**config.mk**
```make
export PLATFORM = sky130hd
export DESIGN_NAME = debug_loader
export DESIGN_NICKNAME = d
export VERILOG_FILES = /design/src/rtl/debug_loader.sv
export SDC_FILE = /design/constraint.sdc
export NUM_CORES = 1
export LEC_CHECK = 0
export CORE_MARGIN = 2
export CORE_UTILIZATION = 47
export DETAILED_ROUTE_END_ITERATION = 6
export GPL_ROUTABILITY_DRIVEN = 0
export GPL_TIMING_DRIVEN = 0
export PLACE_DENSITY = 0.87
export SLEW_MARGIN = 20
export SYNTH_ARGS = -nofsm -noshare
export SYNTH_HDL_FRONTEND = slang
export SYNTH_SLANG_ARGS = --single-unit
```
**constraint.sdc**
```tcl
create_clock -name clk -period 2 [get_ports clk]
set_clock_uncertainty 0.1 [all_clocks]
set_input_delay 0.4 -clock clk [delete_from_list [all_inputs] [get_ports clk]]
set_output_delay 0.4 -clock clk [all_outputs]
set_load 0.1 [all_outputs]
```
**src/rtl/debug_loader.sv**
```systemverilog
// Byte-stream program loader: decodes commands, assembles little-endian
// words, drives debug imem/dmem write ports and releases core reset.
module debug_loader #(
  parameter logic [7:0]  CMD_IMEM   = 8'h01,
  parameter logic [7:0]  CMD_DMEM   = 8'h02,
  parameter logic [7:0]  CMD_RUN    = 8'h03,
  parameter logic [31:0] RESET_ADDR = 32'h0000_0000
) (
  input  logic        clk,
  input  logic        rst,
  input  logic        in_valid,
  input  logic [7:0]  in_data,
  output logic        in_ready,
  output logic        core_rst,
  output logic [31:0] rst_addr,
  output logic        debug_imem_oe,
  output logic        debug_imem_we,
  output logic [31:0] debug_imem_addr,
  output logic [31:0] debug_imem_data,
  output logic        debug_dmem_oe,
  output logic        debug_dmem_we,
  output logic [31:0] debug_dmem_addr,
  output logic [31:0] debug_dmem_data,
  output logic        busy,
  output logic        err
);

  typedef enum logic [2:0] {
    S_IDLE,
    S_ADDR,
    S_CNT,
    S_DATA,
    S_RUN
  } state_t;

  state_t      state;
  logic [1:0]  idx;
  logic [31:0] sh;
  logic [31:0] addr_reg;
  logic [15:0] cnt;
  logic        tgt_dmem;
  logic        run_flag;
  logic        xfer;
  logic [31:0] word;

  // Bytes shift in from the top so the first byte lands in [7:0].
  assign word     = {in_data, sh[31:8]};
  assign in_ready = (state != S_RUN);
  assign xfer     = in_valid & in_ready;
  assign busy     = (state == S_ADDR) || (state == S_CNT) ||
                    (state == S_DATA) || debug_imem_we ||
                    debug_dmem_we;

  always_ff @(posedge clk) begin
    if (rst) begin
      state           <= S_IDLE;
      idx             <= 2'd0;
      sh              <= 32'd0;
      addr_reg        <= 32'd0;
      cnt             <= 16'd0;
      tgt_dmem        <= 1'b0;
      run_flag        <= 1'b0;
      err             <= 1'b0;
      core_rst        <= 1'b1;
      rst_addr        <= RESET_ADDR;
      debug_imem_oe   <= 1'b1;
      debug_imem_we   <= 1'b0;
      debug_imem_addr <= 32'd0;
      debug_imem_data <= 32'd0;
      debug_dmem_oe   <= 1'b1;
      debug_dmem_we   <= 1'b0;
      debug_dmem_addr <= 32'd0;
      debug_dmem_data <= 32'd0;
    end else begin
      debug_imem_we <= 1'b0;
      debug_dmem_we <= 1'b0;
      if (xfer) begin
        sh <= word;
        unique case (state)
          S_IDLE: begin
            idx <= 2'd0;
            if (in_data == CMD_IMEM ||
                in_data == CMD_DMEM) begin
              tgt_dmem <= (in_data == CMD_DMEM);
              run_flag <= 1'b0;
              state    <= S_ADDR;
            end else if (in_data == CMD_RUN) begin
              run_flag <= 1'b1;
              state    <= S_ADDR;
            end else begin
              err <= 1'b1;
            end
          end
          S_ADDR: begin
            idx <= idx + 2'd1;
            if (idx == 2'd3) begin
              addr_reg <= word;
              if (run_flag) begin
                state         <= S_RUN;
                core_rst      <= 1'b0;
                rst_addr      <= word;
                debug_imem_oe <= 1'b0;
                debug_dmem_oe <= 1'b0;
              end else begin
                state <= S_CNT;
              end
            end
          end
          S_CNT: begin
            idx <= idx + 2'd1;
            if (idx == 2'd1) begin
              idx   <= 2'd0;
              cnt   <= word[31:16];
              state <= (word[31:16] == 16'd0) ?
                       S_IDLE : S_DATA;
            end
          end
          S_DATA: begin
            idx <= idx + 2'd1;
            if (idx == 2'd3) begin
              if (tgt_dmem) begin
                debug_dmem_we   <= 1'b1;
                debug_dmem_addr <= addr_reg;
                debug_dmem_data <= word;
              end else begin
                debug_imem_we   <= 1'b1;
                debug_imem_addr <= addr_reg;
                debug_imem_data <= word;
              end
              addr_reg <= addr_reg + 32'd4;
              cnt      <= cnt - 16'd1;
              if (cnt == 16'd1) state <= S_IDLE;
            end
          end
          default: ;
        endcase
      end
    end
  end

endmodule

```
==> run metrics <==
status complete, but fails checks; failing checks DRC, setup timing; RSZ-0062 raised after global routing yes; number of synthesized flops with an enable pin 0; met2 WL 16.6 mm; mapped cell area 0.00997 mm2; Final min period slightly above 2 ns; Setup CP Type input port to flip-flop; hold endpoint addr_reg[20]; top sig layer met4; post-route ant nets 0; Vias/cell ~6.2; largest net degree at the start of global routing 15; Die X 150 um; max_slew headroom 47.5%; CTS H-tree depth 1; TritonCTS clock tree built; final setup TNS -0.235 ns; syn_nets between 1k and 1.5k; Cells on Worst Hold Path 3; Core ar. 0.0209 mm2; routed len/inst 20.8 um; Area Overhead vs Synth 37.7%; input/output buffers 175; Synth Warn # 0; CP max stage cell clkdlybuf4s50_1; Hold Crit Start rst; share of flip-flops with an asynchronous set or reset 0%; CTS Sinks 243; Cells after Synth 1,292; Max Cap Viol 0; Yosys cell types 71; Peak VDD IR 0.536 mV; pre-CTS setup slack -1.16 ns; clock latency on the worst-skew pair around 0.52 ns; DRT Wirelength 37.6 mm; clock buffer depth 3; first-pass GRT wire length 54.9 mm; reg2reg setup slack -0.06 ns; global route overflow 0; initial core utilization 47.7%; mean post-synth cell area 7.72 um2; Vias 11.2k; delay-heaviest family, CP compound AO/OA/AOI/OAI gates; all-layer global routing usage slightly above 30%; Pwr per Cell Area 712 mW/mm2; routed length on met3 roughly 5.3 mm; worst hold path type input port to flip-flop; most common cell after layout, fill and taps aside nand2_1; initial drt markers 1,595; First-pass DRT Iterations 7; leakage 4.75 nW; initial antenna violation count 0; Arrival @ worst endpoint 2.38 ns; Ports around 180; Slew Limit Fails 0; TritonCTS Buffers 25; Crit. End Element flip-flop; critical path cell sequence clkdlybuf4s50_1 -> nor4_1 -> and2_1 -> a2111o_1 -> a2111oi_2; CP startpoint kind input port; Worst-Margin Slew between 0.7 and 0.8 ns; Seq/Total Area, Yosys roughly 49%; hpwl dp 23.6 mm; RR Endpoint state[0]; vias in the first global route 10.4k; flip-flop and latch count after synthesis 243; Worst Reg-to-Reg Cells 5; R2R Path Start cnt[11]; final setup vio count 9; met1 WL 13.0 mm; DRC violations left 3; buffer and inverter count on the worst path 1; Final Hold Vio Count 0; CTS root buf clkbuf_16; DIE HEIGHT ~150 um; Layout fillers around 1.6k; commonest cells after routing, fill and taps aside nand2_1, dfxtp_1, a21oi_1; Final nets 1,535; fmax 482 MHz; layout cells sized above 1 24.3%; row cnt 53; ant diodes 0; Clock transition at path regs 0.06 ns; Synth Flop Type dfxtp_1; CP max FO 6; Worst EP required 2.30 ns; CTS Hold Bufs 0; crit share post-route 104%; die area 0.0224 mm2; Final Worst Setup Slack -0.0762 ns; CP max stage delay 0.79 ns
-- power breakdown --
part           switching (mW)  internal, mW  leakage [nW]
Clock                    1.95          2.62         0.400
Sequential             0.0399          4.85          1.97
Combinational           0.242        0.0747          2.39
Total                    2.24          7.55          4.75
-- kinds of logic after synthesis --
group | count (synthesis) | share of synthesized area (%)
AOI/OAI and AO/OA | 337 | 19.4
DFF | 243 | 48.8
muxes | 8 | 0.828
and+or+nand+nor | 580 | 24.9
adders and majority gates | 6 | 0.753
buffers and inverters | 118 | 5.31
-- tightest hold or removal path: cells and delay by family --
family / cells / cell delay (ns)
buffers and inverters: 1 / 0.14
AND/OR/NAND/NOR: 1 / 0.06
AO/OA/AOI/OAI: 1 / 0.13
-- cells in the mapped netlist (3+ instances only) --
| cell | count | area [um2] |
|---|---|---|
| a211oi_1 | 13 | 97.6 |
| a21o_1 | 3 | 22.5 |
| a21oi_1 | 222 | 1110 |
| a221oi_1 | 3 | 26.3 |
| a22oi_1 | 5 | 37.5 |
| a31oi_1 | 11 | 68.8 |
| a41o_1 | 5 | 50.1 |
| and2_1 | 8 | 50.1 |
| and3_1 | 9 | 56.3 |
| and4_1 | 5 | 43.8 |
| buf_1 | 14 | 52.6 |
| buf_2 | 14 | 70.1 |
| buf_4 | 5 | 37.5 |
| clkbuf_1 | 68 | 255 |
| clkbuf_8 | 5 | 68.8 |
| dfxtp_1 | 243 | 4860 |
| ha_1 | 6 | 75.1 |
| inv_1 | 11 | 41.3 |
| mux2i_1 | 6 | 60.1 |
| nand2_1 | 422 | 1580 |
| nand2b_1 | 3 | 18.8 |
| nand3_1 | 21 | 105 |
| nand4_1 | 15 | 93.8 |
| nand4b_1 | 3 | 26.3 |
| nor2_1 | 53 | 199 |
| nor3_1 | 12 | 60.1 |
| nor4_1 | 4 | 25.0 |
| o211ai_1 | 4 | 30.0 |
| o21a_1 | 3 | 22.5 |
| o21ai_0 | 30 | 150 |
| o22ai_1 | 11 | 68.8 |
| o31ai_1 | 3 | 22.5 |
| o32ai_1 | 4 | 35.0 |
| or3_1 | 4 | 25.0 |
-- final cells by class --
cell class	instances	area [um2]	area share [%]
flip-flops and latches	243	4900	35.7
multi-input cells	931	4830	35.2
repair buffers	206	2200	16.0
clock buffers	35	713	5.19
plain buffers	99	609	4.44
well taps	275	344	2.51
clock inverters	10	82.6	0.601
inverters	12	45.0	0.328
-- worst max-delay path by stage --
| stage | from | endpoint | slack, ns | cells past startpoint |
|---|---|---|---|---|
| after detailed placement | in_valid | debug_dmem_data[12] | -1.16 | 8 |
| after global routing | in_data[3] | state[1] | -0.12 | 6 |
| after floorplan | debug_imem_we | busy | -0.01 | 2 |
| after CTS | state[0] | busy | -0.02 | 4 |
| final | in_data[5] | state[0] | -0.08 | 5 |
| after global placement | in_valid | debug_dmem_data[31] | -1.08 | 8 |
-- stage by stage --
step	hold slack [ns]	instance area [um2]	std cells	utilization, %	total power [mW]
after floorplan	0.345	9990	1292	-	5.15
after global placement	0.342	12100	1742	57.8	5.28
after detailed placement	0.347	12100	1742	57.8	5.28
after CTS	0.111	13400	1799	64.4	9.75
after global routing	0.185	13700	1811	65.7	9.98
final	0.174	13700	1811	65.7	9.78
-- what timing repair did --
action                     in CTS  in global routing
hold endpoints to repair        0                  0
gates resized for setup       612                 91
gates cloned                    0                  1
setup buffers                  17                 13
pin swaps                      12                  8
setup endpoints to repair     403                198
-- per-layer routing --
metal	global-route usage, %	vias up
met4	15.6	0
met2	49.6	1011
met5	0	-
met1	38.3	5095
met3	8.26	301
li1	-	4838
Note: power is estimated with default switching activity, not from simulation.
